`src/rtl/rom_addr_sequencer.sv`:
```
// Address sequencer for the seven-segment ROM: direct load, auto-advance on a
// prescaler tick, or manual advance on a debounced pushbutton press.
module rom_addr_sequencer #(
    parameter int unsigned TICK_DIV        = 50_000_000,
    parameter int unsigned DEBOUNCE_CYCLES = 1_000_000
) (
    input  logic       clk,
    input  logic       reset_n,
    input  logic [3:0] sw,
    input  logic       load,
    input  logic       auto_en,
    input  logic       dir,
    input  logic       step_btn,
    output logic [3:0] addr,
    output logic       addr_changed
);

    localparam int unsigned PW = $clog2(TICK_DIV);
    localparam int unsigned CW = $clog2(DEBOUNCE_CYCLES);
    localparam logic [PW-1:0] PCNT_MAX = PW'(TICK_DIV - 1);
    localparam logic [CW-1:0] CNT_MAX  = CW'(DEBOUNCE_CYCLES - 1);

    typedef enum logic [1:0] {
        IDLE_LOW,
        WAIT_HIGH,
        IDLE_HIGH,
        WAIT_LOW
    } db_state_e;

    db_state_e     state_q, state_d;
    logic [CW-1:0] cnt_q, cnt_d;
    logic [PW-1:0] pcnt_q, pcnt_d;
    logic          btn_meta_q, btn_meta_d;
    logic          btn_s_q, btn_s_d;
    logic [3:0]    addr_q, addr_d;
    logic          addr_changed_q, addr_changed_d;
    logic          press;
    logic          tick;
    logic          adv;

    always_ff @(posedge clk or negedge reset_n) begin
        if (!reset_n) begin
            state_q        <= IDLE_LOW;
            cnt_q          <= '0;
            pcnt_q         <= '0;
            btn_meta_q     <= 1'b0;
            btn_s_q        <= 1'b0;
            addr_q         <= '0;
            addr_changed_q <= 1'b0;
        end else begin
            state_q        <= state_d;
            cnt_q          <= cnt_d;
            pcnt_q         <= pcnt_d;
            btn_meta_q     <= btn_meta_d;
            btn_s_q        <= btn_s_d;
            addr_q         <= addr_d;
            addr_changed_q <= addr_changed_d;
        end
    end

    always_comb begin
        btn_meta_d = step_btn;
        btn_s_d    = btn_meta_q;
    end

    // Debounce: a level is accepted only after DEBOUNCE_CYCLES stable samples;
    // only the accepted rising level produces a press.
    always_comb begin
        state_d = state_q;
        cnt_d   = cnt_q;
        press   = 1'b0;
        unique case (state_q)
            IDLE_LOW: begin
                if (btn_s_q) begin
                    state_d = WAIT_HIGH;
                    cnt_d   = '0;
                end
            end
            WAIT_HIGH: begin
                if (!btn_s_q) begin
                    state_d = IDLE_LOW;
                end else if (cnt_q == CNT_MAX) begin
                    state_d = IDLE_HIGH;
                    press   = 1'b1;
                end else begin
                    cnt_d = cnt_q + 1'b1;
                end
            end
            IDLE_HIGH: begin
                if (!btn_s_q) begin
                    state_d = WAIT_LOW;
                    cnt_d   = '0;
                end
            end
            WAIT_LOW: begin
                if (btn_s_q) begin
                    state_d = IDLE_HIGH;
                end else if (cnt_q == CNT_MAX) begin
                    state_d = IDLE_LOW;
                end else begin
                    cnt_d = cnt_q + 1'b1;
                end
            end
            default: state_d = IDLE_LOW;
        endcase
    end

    always_comb begin
        tick = (pcnt_q == PCNT_MAX);
        if (!auto_en || load || tick) begin
            pcnt_d = '0;
        end else begin
            pcnt_d = pcnt_q + 1'b1;
        end
    end

    always_comb begin
        adv = auto_en ? tick : press;
        if (load) begin
            addr_d = sw;
        end else if (adv) begin
            addr_d = dir ? addr_q + 4'd1 : addr_q - 4'd1;
        end else begin
            addr_d = addr_q;
        end
        addr_changed_d = (addr_d != addr_q);
    end

    assign addr         = addr_q;
    assign addr_changed = addr_changed_q;

endmodule

```
`config.mk`:
```
export PLATFORM = sky130hd
export DESIGN_NAME = rom_addr_sequencer
export DESIGN_NICKNAME = d
export VERILOG_FILES = /design/src/rtl/rom_addr_sequencer.sv
export SDC_FILE = /design/constraint.sdc
export NUM_CORES = 1
export LEC_CHECK = 0
export CAP_MARGIN = 15
export CELL_PAD_IN_SITES_DETAIL_PLACEMENT = 1
export CELL_PAD_IN_SITES_GLOBAL_PLACEMENT = 1
export CORE_ASPECT_RATIO = 1.75
export CORE_UTILIZATION = 49
export CTS_CLUSTER_SIZE = 20
export DETAILED_ROUTE_END_ITERATION = 10
export DONT_BUFFER_PORTS = 1
export PLACE_DENSITY = 0.83
export SYNTH_ARGS = -nofsm -noshare
export SYNTH_HDL_FRONTEND = slang
export SYNTH_SLANG_ARGS = --single-unit
```
`constraint.sdc`:
```
create_clock -name clk -period 2.4 [get_ports clk]
set_input_delay 0.36 -clock clk [delete_from_list [all_inputs] [get_ports clk]]
set_output_delay 0.36 -clock clk [all_outputs]
set_load 0.02 [all_outputs]
```
After elaboration in Yosys (flattened, before gate mapping)
Index checks and enable logic that the tools add are counted.
{ "word_totals": {"reg_bits": 55, "latch_bits": 0, "ram_bits": 0, "rom_bits": 0, "input_bits": 10, "out_inout_bits": 5, "mem_count": 0} }
{ "classes": {"n_addsub": 4, "mul": 0, "n_div": 0, "magnitude_cmp": 0, "eq_ne": 12, "n_shift": 0, "mux": 21, "bitwise_logic": 0, "n_reduce_logical": 6} }
{ "ops": {"columns": ["operator", "n"], "rows": [
  ["20-bit two-way mux", 5],
  ["20-bit one-hot mux with 4 select lines", 1],
  ["26-bit by 1-bit adder with 26-bit output, second input constant", 1],
  ["26-bit equality test, second input constant", 1],
  ["26-bit two-way mux", 1],
  ["20-bit by 1-bit adder with 20-bit output, second input constant", 1],
  ["20-bit equality test, second input constant", 1],
  ["2-bit two-way mux", 6],
  ["4-bit two-way mux", 3],
  ["2-bit != test, second input constant", 4],
  ["2-bit one-hot mux with 4 select lines", 1],
  ["4-bit AND reduction", 2],
  ["3-bit != test, second input constant", 2],
  ["4-bit by 1-bit adder with 4-bit output, second input constant", 1],
  ["2-bit equality test, second input constant", 2],
  ["1-bit two-way mux", 4],
  ["4-bit != test", 1],
  ["4-bit by 1-bit subtractor with 4-bit output, second input constant", 1],
  ["2-bit by 1-bit equality test with 1-bit output, second input constant", 1],
  ["2-bit logical NOT", 1],
  ["1-bit logical OR", 2],
  ["1-bit logical NOT", 1]
]} }

Depth between registers and ports, before layout
{ "depth": {"word_depth": 8, "ltp_mapped": 7, "mapped_depth_nobuf": 7} }

Least setup slack after synthesis
OpenSTA, ideal clock, no wires.
{ "synth_timing": {"path_type": "reg-to-reg", "start": "register pcnt_q[7]", "end": "register addr_q[1], in the netlist addr[1]", "setup_ps": 125, "t_arrival_ps": 1683, "required_ps": 2275, "setup_slack_ps": 592, "stages_incl_launch_ff": 6, "n_path_buf": 0, "cell_sequence": "dfrtp_1 -> nor4_2 -> nand4_2 -> o32a_4 -> mux2i_1 -> mux2_2"} }
{ "synth_via": {"elab_chain_len": 4} }
{ "synth_rtl": {"columns": ["item", "line", "text"], "rows": [
  ["start: declaration", "32", "logic [PW-1:0] pcnt_q, pcnt_d;"],
  ["start signal: assignment", "53", "pcnt_q <= pcnt_d;"],
  ["26-bit equality test", "109", "tick = (pcnt_q == PCNT_MAX);"],
  ["1-bit two-way mux", "118", "adv = auto_en ? tick : press;"],
  ["4-bit two-way mux", "121", "end else if (adv) begin"],
  ["4-bit two-way mux", "119", "if (load) begin"],
  ["named net addr_d[1]", "35", "logic [3:0] addr_q, addr_d;"],
  ["end signal: assignment", "56", "addr_q <= addr_d;"],
  ["end: declaration", "35", null]
]} }
The timed path passes the listed nets, and every way through them passes these cells.
A chain may end at the register's enable or synchronous reset.

Worst setup path after layout
{ "layout_timing": {"start": "register addr_q[2], in the netlist addr[2]", "end": "register addr_q[3], in the netlist addr[3]"} }
{ "layout_via": {"elab_chain_len": 4, "elab_cells_between_ends": 5, "cone_classes": "2 x add/sub; 3 x mux"} }
{ "layout_rtl": {"columns": ["item", "line", "text"], "rows": [
  ["4-bit by 1-bit subtractor with 4-bit output or 4-bit by 1-bit adder with 4-bit output (tied branches)", "122", "addr_d = dir ? addr_q + 4'd1 : addr_q - 4'd1;"],
  ["4-bit two-way mux (*)", "122", null],
  ["4-bit two-way mux (*)", "121", null],
  ["4-bit two-way mux (*)", "119", null],
  ["named net addr_d[3]", "35", null]
]} }
Mark *: on every way through the listed nets, which the timed path passes. The rest lies on a longest branch.

==> flow_summary.yaml <==
detailed_routing:
  firstDrtPassIters: 4
  via_count: 2568
  totalWireLength_mm: 7.62
  first_iter_violations: 138
  postRouteAntennaNets: 0
  wl_per_cell_microns: 18.1
  via_per_inst: 6.09
  drc: 0
clock_tree:
  clkTransAtPathRegs_ns: 0.09
  cts_resized: 0
  cts_tree: "yes"
  cts_buffer_depth: 2
  cts_setup_buffers: 0
  holdBufCountCts: 2
  cts_root_buf: "clkbuf_8"
  clock-sinks: 55
  cts-buffers-inserted: 5
  clk_latency_ns: 0.32
  htree_levels: 2
logic_synthesis:
  syn-num-nets: 354
  synth-edff-count: 0
  ys_ff_latch: 55
  ys.flop_type: "dfrtp_1"
  seq_area_frac_synth_pct: 43.6
  synth_cell_types: 45
  ys.warnings.count: 0
  syn_area_sq_mm: 0.00315
  syn_inst: 339
  avgSynthCellArea_sq_um: 9.30
  postSynth.asyncResetShare_pct: 100
timing:
  setup_violations: 0
  rsz0062_at_grt: "false"
  tns_ns: 0
  skew_ns: 0.0141
  period_needed_ns: 1.94
  relSlewSlack_pct: 65.5
  worstMarginPinSlew_ns: 0.515
  final_max_slew_viol_count: 0
  whs_ns: 0.0661
  finalHoldViolations: 0
  fin_crit_sh_pct: 81.0
  fmax_mhz: 515
critical_path:
  critPathMaxFanout: 4
  rr_worst_depth: 5
  r2r-start: "addr[2]"
  r2r_end: "addr[3]"
  critPathArrivalTime_ns: 2.20
  crit_end: "addr[3]"
  reg2reg_slack_ns: 0.46
  startpoint: "addr[2]"
  critPathLaunchType: "register"
  path_class: "register to register"
  crit_required_ns: 2.66
  endpoint_kind: "register"
final_layout:
  stdcell_count: 422
  num-fill-cells: 722
  diodes: 0
  design_area_sq_mm: 0.00339
  layout-drive-gt1-share_pct: 6.73
  syn2layout_area_growth_pct: 7.34
  multi_input_area_sq_mm: 0.00170
  ff_latch_area_sq_mm: 0.00138
  nets: 357
floorplanning:
  chipWidth_microns: 62.7
  die-area_sq_mm: 0.00677
  start_util_pct: 50.6
  rows: 38
  core_sq_mm: 0.00623
  die_h_microns: 108
  ios: 15
global_routing:
  grt_antenna_before_repair: 0
  grt.overflow.total: 0
  grt_pass1_wl_mm: 13.2
  grt_pass1_vias: 2782
  grt_max_degree: 56
  grt_usage_pct: 25.2
placed_design:
  dp.final_hpwl_mm: 5.70
  io_buffers: 0
  place_congestion: 0.859
  dp.cells: 413
  dpl_cell_area_sq_mm: 0.00325
power_and_ir_drop:
  total_power_mw: 1.75
  p_leak_nw: 1.39
  power_density_mw_per_mm2: 516
  ir_drop_v: 0.000564
flow_run:
  maxCapViolCount: 0
worst_hold_path:
  hp-class: "input port to register"
status:
  status: "complete, no violations"
-- state kept, by name, indices dropped and copies added (netlist names), named ones only --
name and cells:
pcnt_q 26, cnt_q 20, addr 4, addr_changed 1
btn_meta_q 1, btn_s_q 1, state_q 1
-- worst max-delay path, stage by stage (launching register included) --
cell,delay [ns]
dfrtp_1,0.51
ha_1,0.37
and3_1,0.22
or3_1,0.38
a32oi_1,0.23
o311a_1,0.18
-- power by group --
part           internal (mW)  switching (mW)  total, mW
clock                  0.306           0.302      0.609
combinational         0.0580          0.0828      0.141
sequential             0.951          0.0453      0.997
-- cells by family after synthesis --
group	count (synthesis)	synth area share, %
AND/OR/NAND/NOR	170	29.0
flip-flops	55	43.6
AO/OA/AOI/OAI	44	9.40
XOR/XNOR	36	10.0
buffers and inverters	20	2.78
multiplexers	9	2.94
adder cells (fa/ha/maj)	5	2.22
-- worst min path at each step --
stage | cells after the start | slack [ns] | start | to
floorplan | 0 | 0.06 | reset_n | asynchronous set/reset pin
global placement | 0 | 0.07 | reset_n | cnt_q[15]
detailed placement | 0 | 0.07 | reset_n | cnt_q[15]
CTS | 0 | 0.06 | step_btn | btn_meta_q
global route | 0 | 0.05 | step_btn | btn_meta_q
finish | 0 | 0.07 | step_btn | btn_meta_q
-- placed cells by master, fill, tap and decap left out, types with 10 or more instances in the layout --
cell and instances:
a21oi_1 10, and3_1 10, dfrtp_1 55, nand2_1 33, nand3_1 22, nand4_1 15, nor2_1 46, o21ai_0 20
xnor2_1 19, xor2_1 16
-- metal layers --
metal | wire [microns] | GRT usage (%) | share of wire [%]
met5 | 0 | 0 | 0
met4 | 244 | 12.1 | 3.2
met3 | 111 | 3.69 | 1.5
met2 | 4490 | 49.7 | 59
met1 | 2780 | 25.1 | 36
-- synth_stat cells (2+ instances only) --
library cell | count | share of area [%]
and4_1 | 9 | 2.5
or3_1 | 3 | 0.60
nor3_1 | 4 | 0.63
nand3_1 | 22 | 3.5
mux2_2 | 2 | 0.71
nor2_1 | 46 | 5.5
and3b_1 | 2 | 0.56
clkbuf_1 | 5 | 0.60
nor4b_1 | 3 | 0.83
inv_1 | 9 | 1.1
ha_1 | 4 | 1.6
xor2_1 | 16 | 4.4
and3_1 | 10 | 2.0
a22o_1 | 3 | 0.83
nor4_1 | 7 | 1.4
o21ai_0 | 20 | 3.2
nand2_1 | 33 | 3.9
and2_1 | 4 | 0.79
buf_4 | 2 | 0.48
dfrtp_1 | 55 | 44
buf_2 | 4 | 0.63
mux2i_1 | 7 | 2.2
xnor2_1 | 20 | 5.6
a21oi_1 | 10 | 1.6
nor4_2 | 2 | 0.79
and4bb_2 | 2 | 0.79
a31oi_1 | 3 | 0.60
nand4_1 | 15 | 3.0
-- layout make-up --
cell class | count | share of cell area [%]
Clock buffer | 6 | 2.14
Clock inverter | 1 | 0.887
Inverter | 9 | 0.998
Multi-Input combinational cell | 264 | 50.1
Sequential cell | 55 | 40.7
Tap cell | 80 | 2.96
Timing Repair Buffer | 7 | 2.22
-- stage by stage --
stage | worst slack (ns) | utilization [%]
3_5_place_dp | 0.461 | 52.1
2_1_floorplan | 0.592 | -
4_1_cts | 0.443 | 54.4
3_3_place_gp | 0.516 | 52.1
6_report | 0.457 | 54.4
5_1_grt | 0.318 | 54.4
(Power assumes the default switching activity.)
